--- src/rtl/counter_control.sv ---
// counter_control: sequencer for a 16-bit up/down counter register C held in an external datapath.
// Latency: state advances on every rising clk; op/c_ld/c_clr follow the current z/m/pause/abort inputs combinationally.
// Backpressure: pause stalls counting in place; abort returns to IDLE. Build option COUNTER_AUTO_RELOAD_EN makes DONE ping-pong the direction.
module counter_control (
  input  logic        clk,
  input  logic        reset,
  input  logic        start,
  input  logic        dir,
  input  logic        pause,
  input  logic        abort,
  input  logic        z,
  input  logic        m,
  output logic        op,
  output logic        c_ld,
  output logic        c_clr,
  output logic        busy,
  output logic        done,
  output logic [15:0] steps,
  output logic [2:0]  state
);

  typedef enum logic [2:0] {
    S_IDLE = 3'd0,
    S_CLR  = 3'd1,
    S_UP   = 3'd2,
    S_DOWN = 3'd3,
    S_DONE = 3'd4
  } state_t;

  state_t      state_q;
  logic        dir_q;
  logic [15:0] steps_q;

  // Datapath strobes. z/m reflect the registered C, so C stops exactly at
  // its limit without wrapping. Reset and abort mask the strobes so C keeps
  // its last loaded value.
  always_comb begin
    op    = dir_q;
    c_ld  = 1'b0;
    c_clr = 1'b0;
    case (state_q)
      S_CLR: begin
        c_clr = reset & ~abort;
      end
      S_UP: begin
        op   = 1'b0;
        c_ld = reset & ~abort & ~m & ~pause;
      end
      S_DOWN: begin
        op   = 1'b1;
        c_ld = reset & ~abort & ~z & ~pause;
      end
      default: begin
        op    = dir_q;
        c_ld  = 1'b0;
        c_clr = 1'b0;
      end
    endcase
  end

  // Run sequencing, direction capture and saturating load counter.
  always_ff @(posedge clk) begin
    if (!reset) begin
      state_q <= S_IDLE;
      dir_q   <= 1'b0;
      steps_q <= 16'h0000;
    end else begin
      if (c_ld && (steps_q != 16'hFFFF)) begin
        steps_q <= steps_q + 16'd1;
      end
      case (state_q)
        S_IDLE: begin
          if (start) begin
            dir_q   <= dir;
            steps_q <= 16'h0000;
            state_q <= dir ? S_DOWN : S_CLR;
          end
        end
        S_CLR: begin
          state_q <= abort ? S_IDLE : S_UP;
        end
        S_UP: begin
          if (abort) begin
            state_q <= S_IDLE;
          end else if (m) begin
            state_q <= S_DONE;
          end
        end
        S_DOWN: begin
          if (abort) begin
            state_q <= S_IDLE;
          end else if (z) begin
            state_q <= S_DONE;
          end
        end
        S_DONE: begin
          if (abort) begin
            state_q <= S_IDLE;
          end else begin
`ifdef COUNTER_AUTO_RELOAD_EN
            // Ping-pong: an up run is followed by a down run and vice versa.
            dir_q   <= ~dir_q;
            steps_q <= 16'h0000;
            state_q <= dir_q ? S_CLR : S_DOWN;
`else
            state_q <= S_IDLE;
`endif
          end
        end
        default: begin
          state_q <= S_IDLE;
        end
      endcase
    end
  end

  assign busy  = (state_q != S_IDLE);
  assign done  = (state_q == S_DONE);
  assign steps = steps_q;
  assign state = state_q;

endmodule

--- config.mk ---
export PLATFORM = sky130hd
export DESIGN_NAME = counter_control
export DESIGN_NICKNAME = d
export VERILOG_FILES = /design/src/rtl/counter_control.sv
export SDC_FILE = /design/constraint.sdc
export NUM_CORES = 1
export LEC_CHECK = 0
export CAP_MARGIN = 20
export CORE_ASPECT_RATIO = 0.6
export CORE_MARGIN = 2
export CORE_UTILIZATION = 36
export DETAILED_ROUTE_END_ITERATION = 8
export HOLD_SLACK_MARGIN = 0.15
export PLACE_DENSITY = 0.61
export SLEW_MARGIN = 20
export SYNTH_ARGS = -nofsm -noshare
export SYNTH_HDL_FRONTEND = slang
export SYNTH_SLANG_ARGS = --single-unit
--- constraint.sdc ---
create_clock -name clk -period 3.9 [get_ports clk]
set_input_delay 0.78 -clock clk [delete_from_list [all_inputs] [get_ports clk]]
set_output_delay 0.78 -clock clk [all_outputs]
set_load 0.05 [all_outputs]
Yosys cells after proc, flatten, opt, wreduce, memory -nomap -nowiden
Cells that the tools add are included.
- flip-flop bits (word level): 20
- input port bits: 8
- output and inout port bits: 24
- $add $sub $neg: 1
- equality and inequality tests: 8
- multiplexer cells: 14
- bitwise logic cells: 9
- reduce and logical (&&, ||, !) cells: 5
- operators by type and width (cell ; count):
    $mux 16 ; 3
    $add 16x1->16 const B ; 1
    $ne 16x16->1 const B ; 1
    $mux 3 ; 5
    $pmux 3 s4 ; 1
    $eq 3x2->1 const B ; 2
    $ne 3x3->1 const B ; 2
    $and 1x1->1 ; 5
    $mux 2 ; 2
    $not 1->1 ; 4
    $pmux 1 s2 ; 2
    $eq 3x1->1 const B ; 1
    $eq 3x3->1 const B ; 1
    $logic_not 3->1 ; 1
    $reduce_and 3->1 ; 1
    $reduce_bool 3->1 ; 1
    $ne 2x2->1 const B ; 1
    $reduce_and 2->1 ; 1
    $logic_and 1x1->1 ; 1
    $mux 1 ; 1

Logic depth before layout (Yosys ltp)
- depth after elaboration: 9
- mapped depth: 8

Worst setup path after synthesis
OpenSTA, ideal clock, no wires.
- path kind: input -> output
- start point: in reset
- end point: out c_clr
- arrival time: 2.509 ns
- path slack: 0.611 ns
- stages on the path: 2
- path through: nand2b_1 nor4b_1
- cells in the longest elaborated chain, start to end: 2
- RTL lines (item ; line ; source):
    start, declared ; 6 ; input logic reset,
    $and 1x1->1 ; 43 ; c_clr = reset & ~abort;
    $mux 1 ; 41 ; case (state_q)
    end, declared ; 15 ; output logic c_clr,
Every way passes these cells.

Worst setup path after layout
Ends and elaborated chain as after synthesis.

==> impl_results.md <==
* Main combinational cell family by area after synthesis: simple AND/OR/NAND/NOR gates
* Max-cap violations at 0
* CTS max path bufs at 2
* Die height at 46.9 microns
* Per-cell routed wire length at 14.0 microns
* Clock power frac at 0.364
* DR vias at 1119
* Layout cells sized above 1 at 0.0688
* Final ANT Viol Nets at 0
* Clock root buffer: clkbuf_8
* Synth warn at 0
* Number of clock sinks at 20
* Top_reg_cell synth: dfxtp_1
* Synth Area in Compound Gates at 0.198
* Relative slew slack at 0.521
* Reg area at 400 sq um
* Critical path's most frequent cell: clkdlybuf4s50_1
* Pwr dens at 290 mW/mm^2
* Share of the cycle needed by the critical path after routing at 0.861
* Mux share of post-synthesis cell area at 0.0386
* Chip Width at 75.4 microns
* CP cell instances: clkdlybuf4s50_1 > nand2b_1 > nor4b_1 > clkdlybuf4s50_1
* Net Count, Synth at 140
* Post-synth cell types at 36
* Crit path launch type: input port
* GPL Wtd Cong at 0.786
* Cell count after synthesis at 131
* CP Capture Type: output port
* Clk_lat worst skew at 0.26 ns
* NetSw at 0.112 mW
* FP Rows at 15
* Seq/Total Area, Yosys at 0.363
* Post-cts repair resize count at 0
* Largest net degree at the start of global routing at 20
* Critical Path Source: reset
* Tmin final at 3.36 ns
* Residual DRC count at 0
* Synthesized area at 0.00110 sq mm
* Drt pass-1 iters at 4
* Area of the multi-input gates at 639 sq um
* TNS Setup at 0 ns
* Hold_buf cts at 0
* Internal at 0.323 mW
* Initial core utilization at 0.381
* FF-to-FF Start: state[0]
* Yosys reg bits at 20
* CP max stage delay at 0.86 ns
* Post-synthesis adder-cell area fraction at 0.0114
* LEAKAGE at 0.460 nW
* Fillers at 282
* Final WS setup at 0.544 ns
* WL final at 2830 microns
* Comb power frac at 0.147
* DR iter-0 viols at 73
* Overflow after GRT at 0
* Antenna Cells at 0
* CTS tree: done
* Outcome: finished clean
* Avg Cell Area, Syn at 8.41 sq um
* Count of final setup violators at 0
* HPWL Detailed at 2060 microns
* HP Start: dir_q
* XOR/XNOR share of the synthesized area at 0
* GRT Util Overall at 0.167
* Switching Share at 0.258
* Critical path's slowest cell: clkdlybuf4s50_1
* Pre-CTS WS at 0.529 ns
* Crit Path Max Fanout at 5
* Vias in the first global route at 934
* Max rail drop VDD at 0.000179 V
* Syn-to-layout area delta at 35.9%
* Clock skew at 0.00152 ns
* Post-CTS setup repair buffer count at 0
* # H-tree levels at 1
* Post-Synth Simple-Gate Area at 0.327
* RSZ-0062 raised after global routing: false
* Final Hold Vio Count at 0
* Async S/R FF share, synth at 0
* Max Fclk at 298 MHz
* Slew Limit Fails at 0
* Core ar. at 0.00289 sq mm
* Arr. time, crit path at 2.58 ns
* Min-Delay Path Class: reg2reg
* Worst-path clk slew at 0.07 ns
* Initial antenna violation count at 0
* Worst slew pin tran at 0.708 ns
* First-pass GRT wire length at 4380 microns
* Required time worst endpoint at 3.12 ns
* DR vias/cell at 5.54
* Crit Path Class: in2out
* Post-synth EDFFs at 0
* Flop pwr share at 0.489
* Fin nets at 170
* Buffers on Ports at 31
* Die area at 0.00353 sq mm
* Total CTS buffers at 3
* IO Count at 32
routing by layer:
metal | vias to the layer above | global-route usage | routed length (microns)
li1 | 559 | - | -
met1 | 527 | 0.239 | 1490
met2 | 31 | 0.245 | 1140
met3 | 2 | 0.0536 | 175
met4 | 0 | 0.0421 | 19
met5 | - | 0 | 0
cell usage after synthesis, types with 2 or more instances:
cell,n,area (sq um)
nand2_1,8,30.0
nor2b_1,2,12.5
nor4b_1,3,26.3
nand3_1,6,30.0
o31ai_1,10,75.1
nor2_1,7,26.3
nor3_1,2,10.0
o21ai_0,5,25.0
or4_1,8,60.1
or3_1,8,50.1
and3_1,2,12.5
dfxtp_1,20,400
mux2i_1,2,20.0
inv_1,4,15.0
buf_6,3,33.8
nand4_1,3,18.8
a21oi_1,15,75.1
nand2b_1,2,12.5
clkbuf_1,4,15.0
cells in the final DEF, fill, tap and decap left out, types with 2 or more instances in the layout:
cell type | netlist | layout
nor2_1 | 7 | 7
inv_1 | 4 | 4
and3_1 | 2 | 2
nor2b_1 | 2 | 2
clkbuf_8 | 0 | 4
nand2_1 | 8 | 8
buf_4 | 0 | 2
nor4b_1 | 3 | 2
dfxtp_1 | 20 | 20
a21oi_1 | 15 | 15
nand4_1 | 3 | 3
o21ai_0 | 5 | 5
nand2b_1 | 2 | 2
clkdlybuf4s50_1 | 0 | 30
o31ai_1 | 10 | 10
nand3_1 | 6 | 6
or3_1 | 8 | 8
or4_1 | 8 | 8
mux2i_1 | 2 | 2
nor3_1 | 2 | 2
cells by family after synthesis:
kind of cell / count (synthesis)
buf+inv: 12
simple gates: 59
fa+ha+maj: 1
compound gates: 35
mux: 4
flops: 20
power groups by stage:
stage,Clock [mW],Combinational [mW],Sequential (mW)
floorplan,0,0.0393,0.221
global placement,0,0.0650,0.217
detailed placement,0,0.0640,0.217
CTS,0.163,0.0642,0.212
global route,0.170,0.0680,0.213
finish,0.158,0.0641,0.212
area by class of cell:
cell class | count | share of cell area
Clock buffer | 4 | 0.0368
Inverter | 4 | 0.0100
Multi-Input combinational cell | 99 | 0.427
Sequential cell | 20 | 0.267
Tap cell | 42 | 0.0351
Timing Repair Buffer | 33 | 0.224
sequential cells by signal, indices dropped and copies added, names as in the netlist:
name	count
dir_q	1
state	3
steps	16
critical path: cells and delay by family:
family,cells,cell delay (ns)
simple gates,2,0.42
buf+inv,2,1.39
per-stage QoR:
stage | hold WS (ns) | area (sq um) | util | power [mW] | instances
3_5_place_dp | 0.492 | 1440 | 0.499 | 0.281 | 198
2_1_floorplan | 0.456 | 1100 | - | 0.260 | 131
4_1_cts | 0.506 | 1500 | 0.518 | 0.439 | 202
6_report | 0.504 | 1500 | 0.518 | 0.435 | 202
3_3_place_gp | 0.481 | 1440 | 0.499 | 0.282 | 198
5_1_grt | 0.536 | 1500 | 0.518 | 0.451 | 202
final timing paths:
| check | to | slack (ns) | depth (start not counted) |
|---|---|---|---|
| worst max-delay path | c_clr | 0.54 | 4 |
| worst min-delay path | dir_q | 0.50 | 2 |
| worst max register to register | steps[14] | 1.51 | 5 |
| worst min register to register | dir_q | 0.50 | 2 |
No activity file was read; power rests on OpenSTA's default activity.
